==> src/rtl/cond_pkg.sv <==
// Shared types and constants for the ARM condition/flag logic.
// Flag bit ordering is {N,Z,C,V} throughout.
package cond_pkg;

    typedef enum logic [3:0] {
        COND_EQ = 4'b0000,
        COND_NE = 4'b0001,
        COND_CS = 4'b0010,
        COND_CC = 4'b0011,
        COND_MI = 4'b0100,
        COND_PL = 4'b0101,
        COND_VS = 4'b0110,
        COND_VC = 4'b0111,
        COND_HI = 4'b1000,
        COND_LS = 4'b1001,
        COND_GE = 4'b1010,
        COND_LT = 4'b1011,
        COND_GT = 4'b1100,
        COND_LE = 4'b1101,
        COND_AL = 4'b1110,
        COND_NV = 4'b1111
    } cond_e;

    typedef struct packed {
        logic n;
        logic z;
        logic c;
        logic v;
    } flags_t;

    localparam int FLAG_N = 3;
    localparam int FLAG_Z = 2;
    localparam int FLAG_C = 1;
    localparam int FLAG_V = 0;

endpackage

==> src/rtl/cond_check.sv <==
// Purely combinational ARM condition-code evaluator.
// NV is treated as always-true, matching the behaviour of AL.
module cond_check
    import cond_pkg::*;
(
    input  logic [3:0] cond,
    input  flags_t     flags,
    output logic       cond_met
);

    always_comb begin
        cond_met = 1'b1;
        unique case (cond_e'(cond))
            COND_EQ: cond_met = flags.z;
            COND_NE: cond_met = ~flags.z;
            COND_CS: cond_met = flags.c;
            COND_CC: cond_met = ~flags.c;
            COND_MI: cond_met = flags.n;
            COND_PL: cond_met = ~flags.n;
            COND_VS: cond_met = flags.v;
            COND_VC: cond_met = ~flags.v;
            COND_HI: cond_met = flags.c & ~flags.z;
            COND_LS: cond_met = ~flags.c | flags.z;
            COND_GE: cond_met = (flags.n == flags.v);
            COND_LT: cond_met = (flags.n != flags.v);
            COND_GT: cond_met = ~flags.z & (flags.n == flags.v);
            COND_LE: cond_met = flags.z | (flags.n != flags.v);
            COND_AL: cond_met = 1'b1;
            COND_NV: cond_met = 1'b1;
        endcase
    end

endmodule

==> src/rtl/cond_flag_unit.sv <==
// NZCV flag register plus condition gating of PCS/RegWrite/MemWrite strobes.
// Outputs are registered (one-cycle latency); flush beats stall beats normal.
module cond_flag_unit
    import cond_pkg::*;
#(
    parameter logic [3:0] FLAG_RST = 4'b0000,
    parameter int          CNT_W    = 16
) (
    input  logic             clk,
    input  logic             reset,
    input  logic             in_valid,
    input  logic [3:0]       cond,
    input  logic [3:0]       alu_flags,
    input  logic [1:0]       flag_w,
    input  logic             pcs_in,
    input  logic             reg_w_in,
    input  logic             mem_w_in,
    input  logic             no_write_in,
    input  logic             stall,
    input  logic             flush,
    output logic             out_valid,
    output logic             cond_ex,
    output logic             pcs,
    output logic             reg_write,
    output logic             mem_write,
    output logic [3:0]       flags,
    output logic [CNT_W-1:0] squash_cnt
);

    logic [3:0] flags_reg;
    logic       cond_met;
    logic       ce;

    // Evaluated against the committed flags only, so an instruction never
    // observes its own ALU flag result.
    cond_check u_cond_check (
        .cond     (cond),
        .flags    (flags_t'(flags_reg)),
        .cond_met (cond_met)
    );

    assign ce    = in_valid & cond_met;
    assign flags = flags_reg;

    always_ff @(posedge clk or posedge reset) begin
        if (reset) begin
            out_valid <= 1'b0;
            cond_ex   <= 1'b0;
            pcs       <= 1'b0;
            reg_write <= 1'b0;
            mem_write <= 1'b0;
        end else if (flush) begin
            out_valid <= 1'b0;
            cond_ex   <= 1'b0;
            pcs       <= 1'b0;
            reg_write <= 1'b0;
            mem_write <= 1'b0;
        end else if (!stall) begin
            out_valid <= in_valid;
            cond_ex   <= ce;
            pcs       <= ce & pcs_in;
            reg_write <= ce & reg_w_in & ~no_write_in;
            mem_write <= ce & mem_w_in;
        end
    end

    always_ff @(posedge clk or posedge reset) begin
        if (reset) begin
            flags_reg <= FLAG_RST;
        end else if (!flush && !stall && ce) begin
            if (flag_w[1])
                flags_reg[FLAG_N:FLAG_Z] <= alu_flags[FLAG_N:FLAG_Z];
            if (flag_w[0])
                flags_reg[FLAG_C:FLAG_V] <= alu_flags[FLAG_C:FLAG_V];
        end
    end

    // Saturates rather than wraps so a long run of skipped code stays visible.
    always_ff @(posedge clk or posedge reset) begin
        if (reset) begin
            squash_cnt <= '0;
        end else if (!flush && !stall && in_valid && !cond_met) begin
            if (squash_cnt != {CNT_W{1'b1}})
                squash_cnt <= squash_cnt + 1'b1;
        end
    end

endmodule

==> config.mk <==
export PLATFORM = sky130hd
export DESIGN_NAME = cond_flag_unit
export DESIGN_NICKNAME = d
export VERILOG_FILES = /design/src/rtl/cond_pkg.sv /design/src/rtl/cond_check.sv /design/src/rtl/cond_flag_unit.sv
export SDC_FILE = /design/constraint.sdc
export NUM_CORES = 1
export LEC_CHECK = 0
export ABC_AREA = 1
export CAP_MARGIN = 0
export CORE_MARGIN = 3
export CORE_UTILIZATION = 30
export CTS_CLUSTER_DIAMETER = 30
export CTS_CLUSTER_SIZE = 30
export DETAILED_ROUTE_END_ITERATION = 12
export SLEW_MARGIN = 20
export SYNTH_ARGS = -nofsm -noshare
export SYNTH_HDL_FRONTEND = slang
export SYNTH_SLANG_ARGS = --single-unit
==> constraint.sdc <==
create_clock -name clk -period 1.88 [get_ports clk]
set_input_delay 0.188 -clock clk [delete_from_list [all_inputs] [get_ports clk]]
set_output_delay 0.188 -clock clk [all_outputs]
set_load 0.01 [all_outputs]
==> reports/results.txt <==
row count = 26
Seq cells post-synth = 25
Synth Warn # = 0
Worst Setup Slack, final = 0.229 ns
reg-to-reg slack, setup = 0.25 ns
share of post-route cells with drive strength above 1 = 10.1%
WP depth = 10
Final Critical Period = 1.65 ns
I/O Buffers = 43
Distinct cells, synth = 25
worst min-delay path category = in -> async
worst rel slew slack = 72.9%
Final Max Slew Viols = 0
Die ar. = 6280 sq um
RSZ-0062 raised after global routing = no
reg-to-reg critical path startpoint = flags[3]$_DFFE_PP0P_
Routed Antenna Nets = 0
crit path capture = reg_write$_DFFE_PP0P_
number of buffers created by CTS = 3
drt wl/cell = 11.6 um
Critical Path Source Type = input port
Avg Vias per Cell = 4.63
WL final = 4.11 mm
Worst Reg2Reg Path Length in Cells = 11
first-pass GRT wire length = 7.09 mm
post-DP HPWL = 3.13 mm
Final Hold Fails = 0
die width = 79.3 um
LEAKAGE = 1.13 nW
status = completed
CP max-delay cell = clkdlybuf4s50_1
Final nets = 307
routability cong. = 0.846
Worst-path clk slew = 0.09 ns
Fin Hold WS = 0.256 ns
critical path startpoint = cond[2]
GRT Overall Usage = 13.7%
crit path cell chain = clkdlybuf4s50_1 > inv_1 > nor2_1 > nand2_1 > a21oi_1 > nor2_2 > nand3_2 > nand3_1 > buf_4 > o21ai_0
vias in the first global route = 1631
Post-Syn Instances = 229
DRC Markers = 0
CORE AREA = 5140 sq um
pin count of the biggest net entering global routing = 26
htree depth = 1
CP bufs+invs = 3
Setup Fix Bufs, Post-CTS = 0
worst-margin pin slew = 0.403 ns
max-cap violations = 0
share of the synthesized area in the top cell type = 38.9%
CP Capture Type = flip-flop
worst setup path class = in -> reg
Area contributors post-synth = dfrtp_1 39%, nand2_1 20%, nand4_1 8.2%
Worst Path Arrival = 1.84 ns
Req. time, crit path = 2.07 ns
Synth Cell Area = 1610 sq um
max reg flops = 16
Post-Synthesis Mean Instance Area = 7.03 sq um
maximum vdd drop = 0.344 mV
setup TNS = 0 ns
CTS tree = done
Synth Net Count = 249
power consumption = 0.00186 W
DR pass1 iterations = 4
placed cell count = 352
clk root buf = clkbuf_8
Power per Cell Area = 818 nW/um^2
via count = 1650
CTS Hold Buffers Added = 0
die height = 79.3 um
worst-path maximum fanout = 5
clock skew = 0.00467 ns
TritonCTS Sinks = 25
antenna violations before repair = 0
final setup fails = 0
Max Root-Sink Buffers = 2
max incr delay on CP = 0.54 ns
Crit path max-delay family = buffers and inverters
Worst R2R End = squash_cnt[1]$_DFFE_PP0P_
biggest area consumer among synthesized cells = dfrtp_1
synthesis-to-finish area growth = 41.4%
total gr overflow = 0
initial detailed-routing violation count = 67
sequential share of the synthesized area = 38.9%
Place WS = -0.0777 ns
I/O Pins = 44
Antenna Cells = 0
fmax = 606 MHz
clk_lat worst skew = 0.27 ns
post-route insts no fill = 356
fin crit share = 87.8%
initial cell density of the core = 31.3%
## what timing repair did
action                                  CTS  global route
endpoints found under the setup margin    0            13
hold endpoints to repair                  0             0
gates resized for setup                   0             2
## worst min path at each step
| stage | endpoint | slack, ns | cells after the start |
|---|---|---|---|
| after floorplan | cond_ex$_DFFE_PP0P_ | 0.22 | 1 |
| after global placement | out_valid$_DFFE_PP0P_ | 0.46 | 2 |
| after detailed placement | out_valid$_DFFE_PP0P_ | 0.46 | 2 |
| after CTS | reg_write$_DFFE_PP0P_ | 0.26 | 3 |
| after global routing | reg_write$_DFFE_PP0P_ | 0.29 | 3 |
| final | reg_write$_DFFE_PP0P_ | 0.26 | 3 |
## tightest hold or removal path, stage by stage
cell and delay [ns]:
clkdlybuf4s50_1 0.39, inv_1 0.05, buf_4 0.30
## layer usage
layer | GRT usage (%) | wire (um) | part of all wire [%]
met4 | 4.12 | 30 | 0.73
met1 | 17.9 | 1940 | 47
met2 | 24.2 | 2080 | 51
met3 | 0.907 | 66 | 1.6
met5 | 0 | 0 | 0
## per-stage QoR
stage          area [sq um]  utilization [%]
2_1_floorplan          1610                -
3_3_place_gp           2220             43.3
3_5_place_dp           2220             43.3
4_1_cts                2270             44.2
5_1_grt                2280             44.3
6_report               2280             44.3
## power breakdown
| group | total [W] | switching [W] | internal, W |
|---|---|---|---|
| clock network | 0.000323 | 0.000175 | 0.000148 |
| logic | 0.000836 | 0.000416 | 0.000420 |
| registers | 0.000703 | 0.0000835 | 0.000620 |
## synth_stat cells
library cell	number
clkinv_1	2
nand4_1	21
a21oi_1	1
a21oi_2	1
o21ai_0	3
o21ai_1	3
nor3_1	2
inv_2	1
xor2_1	7
nand2_2	1
xnor2_1	6
nor2_2	3
inv_1	24
nor2_1	16
buf_1	1
buf_4	1
dfrtp_1	25
nand2_4	1
nand3_1	19
nand3_2	1
nand3_4	1
ha_1	1
nand2_1	84
buf_2	3
buf_6	1
## layout by cell type (no fill, tap or decap), types with 6 or more instances in the layout
cell and n:
dfrtp_1 25, clkdlybuf4s50_1 42, nor2_1 16, inv_1 24, xnor2_1 6, buf_4 15
xor2_1 7, nand2_1 84, nand4_1 21, nand3_1 19
## layout make-up
type / instances / area (sq um)
fill: 558 / 2860
timing repair buffer: 59 / 566
sequential: 25 / 626
multi-input combinational: 171 / 851
inverter: 27 / 101
tap: 70 / 87.6
clock buffer: 3 / 41.3
clock inverter: 1 / 5.00
## cells by family (layout without fill, tap and decap cells)
| kind of cell | count (synthesis) | after routing | synth area share [%] |
|---|---|---|---|
| DFF | 25 | 25 | 38.9 |
| adders and majority gates | 1 | 1 | 0.777 |
| and+or+nand+nor | 149 | 149 | 42.0 |
| xor gates and xnor gates | 13 | 13 | 7.07 |
| AOI/OAI and AO/OA | 8 | 8 | 2.72 |
| buffers and inverters | 33 | 90 | 8.62 |
No activity file was read; power rests on OpenSTA's default activity.
